**src/rtl/stack_controller_pkg.sv**
```systemverilog
// rtl/stack_controller_pkg.sv - shared types and opcode stack profiles for the operand stack controller
package stack_controller_pkg;

    typedef enum logic [2:0] {
        ST_IDLE = 3'd0,
        ST_RD_A = 3'd1,
        ST_RD_B = 3'd2,
        ST_CAP  = 3'd3,
        ST_OPND = 3'd4,
        ST_HALT = 3'd5
    } state_t;

    typedef enum logic [1:0] {
        ERR_NONE      = 2'd0,
        ERR_UNDERFLOW = 2'd1,
        ERR_OVERFLOW  = 2'd2,
        ERR_ILLEGAL   = 2'd3
    } err_t;

    // {entries read, entries popped, result pushed} per decoded opcode
    typedef struct packed {
        logic [1:0] rd;
        logic [1:0] pop;
        logic       push;
    } stack_op_t;

    localparam stack_op_t OP_ADD    = '{rd: 2'd2, pop: 2'd2, push: 1'b1};
    localparam stack_op_t OP_MUL    = '{rd: 2'd2, pop: 2'd2, push: 1'b1};
    localparam stack_op_t OP_LT     = '{rd: 2'd2, pop: 2'd2, push: 1'b1};
    localparam stack_op_t OP_EQ     = '{rd: 2'd2, pop: 2'd2, push: 1'b1};
    localparam stack_op_t OP_ISZERO = '{rd: 2'd1, pop: 2'd1, push: 1'b1};
    localparam stack_op_t OP_POP    = '{rd: 2'd1, pop: 2'd1, push: 1'b0};
    localparam stack_op_t OP_JUMPI  = '{rd: 2'd2, pop: 2'd2, push: 1'b0};
    localparam stack_op_t OP_PUSH0  = '{rd: 2'd0, pop: 2'd0, push: 1'b1};
    localparam stack_op_t OP_PUSH1  = '{rd: 2'd0, pop: 2'd0, push: 1'b1};
    localparam stack_op_t OP_DUP1   = '{rd: 2'd1, pop: 2'd0, push: 1'b1};

endpackage

```
**src/rtl/stack_controller.sv**
```systemverilog
// rtl/stack_controller.sv - sequences operand fetch and result write-back on an external single-port stack RAM
module stack_controller
    import stack_controller_pkg::*;
#(
    parameter int DATA_W = 17,
    parameter int DEPTH  = 32,
    parameter int PTR_W  = $clog2(DEPTH) + 1
) (
    input  logic              clk,
    input  logic              rst,
    input  logic              op_valid,
    output logic              op_ready,
    input  logic [1:0]        op_rd,
    input  logic [1:0]        op_pop,
    input  logic              op_push,
    output logic              opnd_valid,
    output logic [DATA_W-1:0] opnd_a,
    output logic [DATA_W-1:0] opnd_b,
    input  logic              res_valid,
    input  logic [DATA_W-1:0] res_data,
    output logic              mem_en,
    output logic              mem_we,
    output logic [PTR_W-2:0]  mem_addr,
    output logic [DATA_W-1:0] mem_wdata,
    input  logic [DATA_W-1:0] mem_rdata,
    output logic [PTR_W-1:0]  sp,
    output logic              halted,
    output logic [1:0]        err_code
);

    localparam int SPW = PTR_W + 1;

    state_t           state, state_nx;
    err_t             err_q, acc_err;
    logic [1:0]       req_rd, req_pop;
    logic             req_push;
    logic [PTR_W-1:0] sp_m1, sp_m2, wr_ptr;

    // One extra bit so sp-pop+push can exceed DEPTH without wrapping
    function automatic err_t check_op(input logic [1:0] rd, input logic [1:0] pop,
                                      input logic push, input logic [PTR_W-1:0] cur_sp);
        logic [SPW-1:0] next_sp;
        next_sp = {1'b0, cur_sp} - SPW'(pop) + SPW'(push);
        if (pop > rd)
            return ERR_ILLEGAL;
        else if (PTR_W'(rd) > cur_sp)
            return ERR_UNDERFLOW;
        else if (next_sp > SPW'(DEPTH))
            return ERR_OVERFLOW;
        return ERR_NONE;
    endfunction

    assign acc_err  = check_op(op_rd, op_pop, op_push, sp);
    assign sp_m1    = sp - PTR_W'(1);
    assign sp_m2    = sp - PTR_W'(2);
    assign wr_ptr   = sp - PTR_W'(req_pop);
    assign halted   = (state == ST_HALT);
    assign err_code = err_q;

    always_ff @(posedge clk) begin
        if (!rst)
            state <= ST_IDLE;
        else
            state <= state_nx;
    end

    always_comb begin
        state_nx = state;
        case (state)
            ST_IDLE: begin
                if (op_valid) begin
                    if (acc_err != ERR_NONE)
                        state_nx = ST_HALT;
                    else if (op_rd != 2'd0)
                        state_nx = ST_RD_A;
                    else
                        state_nx = ST_OPND;
                end
            end
            ST_RD_A: state_nx = (req_rd == 2'd2) ? ST_RD_B : ST_CAP;
            ST_RD_B: state_nx = ST_CAP;
            ST_CAP:  state_nx = ST_OPND;
            ST_OPND: if (res_valid) state_nx = ST_IDLE;
            ST_HALT: state_nx = ST_HALT;
            default: state_nx = ST_IDLE;
        endcase
    end

    always_comb begin
        op_ready   = 1'b0;
        opnd_valid = 1'b0;
        mem_en     = 1'b0;
        mem_we     = 1'b0;
        mem_addr   = '0;
        mem_wdata  = '0;
        case (state)
            ST_IDLE: op_ready = 1'b1;
            ST_RD_A: begin
                mem_en   = 1'b1;
                mem_addr = sp_m1[PTR_W-2:0];
            end
            ST_RD_B: begin
                mem_en   = 1'b1;
                mem_addr = sp_m2[PTR_W-2:0];
            end
            ST_OPND: begin
                opnd_valid = 1'b1;
                if (res_valid && req_push) begin
                    mem_en    = 1'b1;
                    mem_we    = 1'b1;
                    mem_addr  = wr_ptr[PTR_W-2:0];
                    mem_wdata = res_data;
                end
            end
            default: ;
        endcase
        // Reset must abort a write-back that is being presented this cycle
        if (!rst) begin
            mem_en = 1'b0;
            mem_we = 1'b0;
        end
    end

    always_ff @(posedge clk) begin
        if (!rst) begin
            sp       <= '0;
            err_q    <= ERR_NONE;
            opnd_a   <= '0;
            opnd_b   <= '0;
            req_rd   <= '0;
            req_pop  <= '0;
            req_push <= 1'b0;
        end else begin
            case (state)
                ST_IDLE: begin
                    if (op_valid) begin
                        req_rd   <= op_rd;
                        req_pop  <= op_pop;
                        req_push <= op_push;
                        opnd_a   <= '0;
                        opnd_b   <= '0;
                        if (acc_err != ERR_NONE)
                            err_q <= acc_err;
                    end
                end
                ST_RD_B: opnd_a <= mem_rdata;
                ST_CAP: begin
                    if (req_rd == 2'd2)
                        opnd_b <= mem_rdata;
                    else
                        opnd_a <= mem_rdata;
                end
                ST_OPND: begin
                    if (res_valid)
                        sp <= sp - PTR_W'(req_pop) + PTR_W'(req_push);
                end
                default: ;
            endcase
        end
    end

endmodule

```
**config.mk**
```make
export PLATFORM = sky130hd
export DESIGN_NAME = stack_controller
export DESIGN_NICKNAME = d
export VERILOG_FILES = /design/src/rtl/stack_controller_pkg.sv /design/src/rtl/stack_controller.sv
export SDC_FILE = /design/constraint.sdc
export NUM_CORES = 1
export LEC_CHECK = 0
export ABC_AREA = 1
export BUFFER_PORTS_ARGS = -buffer_cell sky130_fd_sc_hd__buf_2
export CAP_MARGIN = 30
export CELL_PAD_IN_SITES_DETAIL_PLACEMENT = 2
export CELL_PAD_IN_SITES_GLOBAL_PLACEMENT = 2
export CORE_ASPECT_RATIO = 0.75
export CORE_MARGIN = 2
export CORE_UTILIZATION = 25
export DETAILED_ROUTE_END_ITERATION = 10
export PLACE_DENSITY_LB_ADDON = 0.1
export SKIP_CTS_REPAIR_TIMING = 1
export SLEW_MARGIN = 25
export SYNTH_ARGS = -nofsm -noshare
export SYNTH_HDL_FRONTEND = slang
export SYNTH_SLANG_ARGS = --single-unit
```
**constraint.sdc**
```tcl
create_clock -name clk -period 2.95 [get_ports clk]
set_clock_uncertainty 0.05 [all_clocks]
set_input_delay 0.59 -clock clk [delete_from_list [all_inputs] [get_ports clk]]
set_output_delay 0.59 -clock clk [all_outputs]
set_load 0.005 [all_outputs]
```
== Word level (Yosys, flattened, before mapping) ==
Cells that the tools add are included.

* Bits in registers: 50
* Input port bits: 43
* Output and inout bits: 69
* Logic and storage cells: 69

* Add/sub/neg operators: 6
* Magnitude comparators: 3
* Equal/unequal tests: 10
* Multiplexer cells: 29
* Reduce and logical (&&, ||, !) cells: 13

{| class="wikitable"
|+ Operator list
! kind !! number
|-
| 17-bit 2-to-1 mux || 5
|-
| 17-bit case mux with 3 select lines || 1
|-
| 17-bit case mux with 2 select lines || 1
|-
| 3-bit case mux with 6 select lines || 1
|-
| 5-bit case mux with 3 select lines || 1
|-
| 3-bit 2-to-1 mux || 4
|-
| 1-bit 2-to-1 mux || 10
|-
| 3-bit AND reduction || 3
|-
| 2-bit 2-to-1 mux || 4
|-
| 2-bit != test (second input constant) || 4
|-
| 7-bit by 1-bit adder with 7-bit output || 1
|-
| 7-bit by 6-bit greater-than comparator with 1-bit output (second input constant) || 1
|-
| 6-bit by 2-bit subtractor with 7-bit output || 1
|-
| 6-bit by 1-bit adder with 6-bit output || 1
|-
| 3-bit by 2-bit equality test with 1-bit output (second input constant) || 2
|-
| 3-bit equality test (second input constant) || 2
|-
| 2-bit by 6-bit greater-than comparator with 1-bit output || 1
|-
| 2-bit AND reduction || 3
|-
| 2-bit nonzero test || 3
|-
| 6-bit by 2-bit subtractor with 6-bit output || 1
|-
| 5-bit 2-to-1 mux || 1
|-
| 5-bit by 1-bit subtractor with 5-bit output (second input constant) || 1
|-
| 5-bit by 2-bit subtractor with 5-bit output (second input constant) || 1
|-
| 3-bit by 1-bit equality test with 1-bit output (second input constant) || 1
|-
| 7 further kinds || 7
|}

== Depth between registers and ports, before layout ==
* Depth in word-level cells: 11
* Gate-level depth with buffers: 18
* Gate-level depth less buffers: 18

== Worst setup path after synthesis ==
Ideal clock, no wire load.

* Path type: input-to-reg
* From: in op_pop[0]
* To: reg state[0]
* Library setup time: 0.128 ns
* Arrival time: 2.284 ns
* Data required time: 2.772 ns
* Path slack: 0.489 ns
* Stages on the path: 17
* Path buffers: 0
* Cells stage by stage: ha_1 > inv_1 > ha_1 > inv_1 > fa_1 > inv_1 > nand3_1 > nand2_1 > nand2_1 > nand2_1 > nand3_1 > nand2_1 > nand3_1 > o21ai_1 > nand2_1 > nand2_1 > nor2_1

* Word-level cells in the longest chain between the ends: 11
* Elaborated cells on any way between the ends: 13
* Those cells by class: add/sub (2); order compare (2); mux (8); reduce/logical (1)

{| class="wikitable"
|+ Ends and longest elaborated chain
! element !! RTL line !! RTL
|-
| start, declared || stack_controller.sv:14 || <nowiki>input logic [1:0] op_pop,</nowiki>
|-
| 6-bit by 2-bit subtractor with 7-bit output || stack_controller.sv:43 || <nowiki>next_sp = {1'b0, cur_sp} - SPW'(pop) + SPW'(push);</nowiki>
|-
| 7-bit by 1-bit adder with 7-bit output || stack_controller.sv:43 ||
|-
| 7-bit by 6-bit greater-than comparator with 1-bit output || stack_controller.sv:48 || <nowiki>else if (next_sp > SPW'(DEPTH))</nowiki>
|-
| 1-bit 2-to-1 mux || stack_controller.sv:48 ||
|-
| 1-bit 2-to-1 mux || stack_controller.sv:46 || <nowiki>else if (PTR_W'(rd) > cur_sp)</nowiki>
|-
| 1-bit 2-to-1 mux || stack_controller.sv:44 || <nowiki>if (pop > rd)</nowiki>
|-
| 2-bit 2-to-1 mux * || stack_controller.sv:50 || <nowiki>return ERR_NONE;</nowiki>
|-
| 2-bit nonzero test * || stack_controller.sv:72 || <nowiki>if (acc_err != ERR_NONE)</nowiki>
|-
| 3-bit 2-to-1 mux * || stack_controller.sv:72 ||
|-
| 3-bit 2-to-1 mux * || stack_controller.sv:71 || <nowiki>if (op_valid) begin</nowiki>
|-
| 3-bit case mux with 6 select lines * || stack_controller.sv:69 || <nowiki>case (state)</nowiki>
|-
| end signal, assigned || stack_controller.sv:64 || <nowiki>state <= state_nx;</nowiki>
|-
| end, declared || stack_controller.sv:33 || <nowiki>state_t state, state_nx;</nowiki>
|}

Mark *: on every way between the ends. The rest lies on a longest branch, timed or not. The select of a mux whose other input is x is not followed.
A chain may end at the register's enable or synchronous reset.

== Worst setup path after layout ==
* From: reg sp[0]
* To: out mem_addr[4]

* Word-level cells in the longest chain between the ends: 3
* Elaborated cells on any way between the ends: 5
* Those cells by class: add/sub (3); mux (2)

{| class="wikitable"
|+ Ends and longest elaborated chain
! element !! RTL line !! RTL
|-
| start, declared || stack_controller.sv:26 || <nowiki>output logic [PTR_W-1:0] sp,</nowiki>
|-
| start signal, assigned || stack_controller.sv:155 || <nowiki>sp <= sp - PTR_W'(req_pop) + PTR_W'(req_push);</nowiki>
|-
| 6-bit by 2-bit subtractor with 6-bit output || -- ||
|-
| 5-bit 2-to-1 mux || stack_controller.sv:108 || <nowiki>if (res_valid && req_push) begin</nowiki>
|-
| 5-bit case mux with 3 select lines * || stack_controller.sv:96 || <nowiki>case (state)</nowiki>
|-
| end, declared || stack_controller.sv:23 || <nowiki>output logic [PTR_W-2:0] mem_addr,</nowiki>
|}

Mark *: on every way between the ends. The rest lies on a longest branch, timed or not.

==> results.yml <==
job:
  cap_violations: 0
routing:
  vias: 3205
  drt-wirelength-per-cell_um: 15.3
  ant_nets: 0
  vias_per_cell: 4.55
  drtIter0Drc: 79
  route.detailed.drc: 0
  wirelength_um: 10800
  drtPass1Iterations: 4
pwr:
  sw_frac_of_total_pct: 45.5
  intPower_mw: 1.74
  pwr-share-seq_pct: 28.0
  clkPwrFrac_pct: 19.0
  p_leak_nw: 1.99
  p_per_area_nw_per_um2: 804
  power_frac_comb_pct: 53.0
  p_switching_mw: 1.45
  ir_drop_v: 0.000291
  total_power_mw: 3.19
placed_design:
  dp_hpwl_um: 8650
  io_buffers: 111
  routabilityCongestion: 0.772
final_layout:
  fin_util_pct: 32.4
  area_growth_pct: 27.7
  drive_gt1_share_pct: 29.0
  diodes: 0
  nets: 606
  nFillCells: 1482
synth:
  synthTopCellsByArea: "dfxtp_1 (32%), ha_1 (9.7%), a21oi_1 (8.4%), nand2_1 (8.2%), inv_1 (6.8%)"
  synth_nets: 496
  synth_ff_type: "dfxtp_1"
  synth.distinct_cells: 35
  synth_area_leader_cell: "dfxtp_1"
  postSynthAreaPerCell_sq_um: 7.27
  ys_seq_area_share_pct: 32.3
  ys_ff_latch: 50
  ys_async_sr_fraction_pct: 0
  synthCells: 427
  ys_warn_count: 0
  synth_edf_count: 0
  netlist_area_sq_um: 3100
  netlist.area_leader.share_pct: 32.3
outcome:
  status: "complete, no violations"
floorplanning:
  num_rows: 35
  pin_count: 112
  start_util_pct: 25.4
  die_h_um: 100
  die-area_sq_um: 13300
  dieWidth_um: 133
  coreArea_sq_um: 12200
cts:
  path_clk_slew_ns: 0.07
  clock_sinks: 50
  cts_tree: "built"
  cts_max_level: 2
  clock_path_buffers: 2
  cts-root-buf: "clkbuf_16"
  clk_latency_ns: 0.29
  cts-buffers-inserted: 5
global_route:
  grt_overflow: 0
  antenna_found_initial: 0
  grt_pass1_wl_um: 17300
  grt_pass1_vias: 3391
  grt_max_degree: 35
  gr-usage-all-layers_pct: 16.2
timing:
  fin_setup_tns_ns: 0
  period_share_pct: 90.4
  period_needed_ns: 2.67
  finalSetupViolCount: 0
  rsz0062_at_grt: "no"
  hold_violations: 0
  max_freq_ghz: 0.375
  slew_headroom_pct: 66.0
  drv_slew: 0
  worstMarginPinSlew_ns: 0.507
critical_path:
  critical_path_required_ns: 2.31
  worst_setup_path_end_kind: "primary output"
  arrival_ns: 2.03
  critPathMaxFanout: 4
  crit_type: "flip-flop to primary output"
  cp-start-kind: "flip-flop"
hold_path:
  hold_path_class: "flip-flop to flip-flop"
## state kept, by name, summed over array words and instances, names as in the netlist
register,count
err_code,2
opnd_a,17
opnd_b,17
req_pop,2
req_push,1
req_rd,2
sp,6
state,3
## stage by stage
step | hold slack (ns) | instances | setup slack, ns | cell area [sq um]
finish | 0.416 | 704 | 0.283 | 3960
global route | 0.437 | 704 | 0.118 | 3960
CTS | 0.420 | 704 | 0.246 | 3960
detailed placement | 0.409 | 696 | 0.0875 | 3810
global placement | 0.400 | 696 | 0.218 | 3810
floorplan | 0.406 | 427 | 0.489 | 3100
## critical path, cell delays in order, from the launching register on
cell and delay (ns):
dfxtp_1 0.31, inv_1 0.18, ha_1 0.19, inv_1 0.06, fa_1 0.38, inv_1 0.09
nand2_1 0.06, xor2_1 0.16, o211ai_1 0.16, buf_2 0.14
## worst paths after layout
path,startpoint,to,slack (ns),depth (start not counted)
setup / recovery,sp[0],mem_addr[4],0.28,9
hold reg to reg,opnd_a[4],opnd_a[4],0.42,2
setup reg to reg,sp[0],state[0],0.35,18
hold / removal,opnd_a[4],opnd_a[4],0.42,2
## cell usage after synthesis (3+ instances only)
master,instances
inv_2,10
xor2_1,4
nand2_2,3
inv_1,56
nor2_1,42
a21oi_2,6
buf_2,4
nand4_1,5
clkbuf_1,5
nand2_1,68
o22ai_1,3
nand3_1,24
buf_6,6
o21ai_0,22
dfxtp_1,50
nand3b_1,17
ha_1,24
a21oi_1,52
o21ai_1,5
## final cells by class
class / instances / area, sq um / area share, %
tap: 166 / 208 / 5.24
inverter: 68 / 258 / 6.51
timing repair buffer: 118 / 608 / 15.4
multi-input combinational: 294 / 1740 / 43.9
sequential: 50 / 1000 / 25.3
clock inverter: 3 / 23.8 / 0.600
clock buffer: 5 / 125 / 3.16
## routing by layer
layer	vias to the layer above	wire length (um)	global-route usage (%)	part of all wire (%)
met1	1511	5500	22.5	51
met2	78	4710	26.8	44
met4	0	69	2.73	0.64
met5	-	0	0	0
li1	1609	-	-	-
met3	7	470	2.92	4.4
## logic make-up after synthesis
family / synth area share (%)
XOR/XNOR: 1.65
AO/OA/AOI/OAI: 16.6
buffers and inverters: 11.7
flip-flops: 32.3
adder cells (fa/ha/maj): 11.0
AND/OR/NAND/NOR: 26.8
## cell usage in the layout, fill, tap and decap left out, types with 3 or more instances in the layout
cell type,synthesis,routed
nand2_1,68,68
o21ai_0,22,22
nor2_1,42,42
o21ai_1,5,5
inv_2,10,10
nand4_1,5,5
ha_1,24,24
o22ai_1,3,3
dfxtp_1,50,50
buf_4,0,7
nand2_2,3,3
clkbuf_16,0,5
xor2_1,4,4
a21oi_2,6,6
inv_1,56,56
a21oi_1,52,52
nand3_1,24,24
buf_2,4,111
nand3b_1,17,17
## power groups by stage
stage	registers (mW)	logic [mW]	clock network, mW
after global placement	0.904	1.66	0
after floorplan	0.907	1.19	0
after CTS	0.893	1.73	0.629
after global routing	0.908	1.94	0.655
final	0.892	1.69	0.604
after detailed placement	0.908	1.72	0
Note: power is estimated with default switching activity, not from simulation.
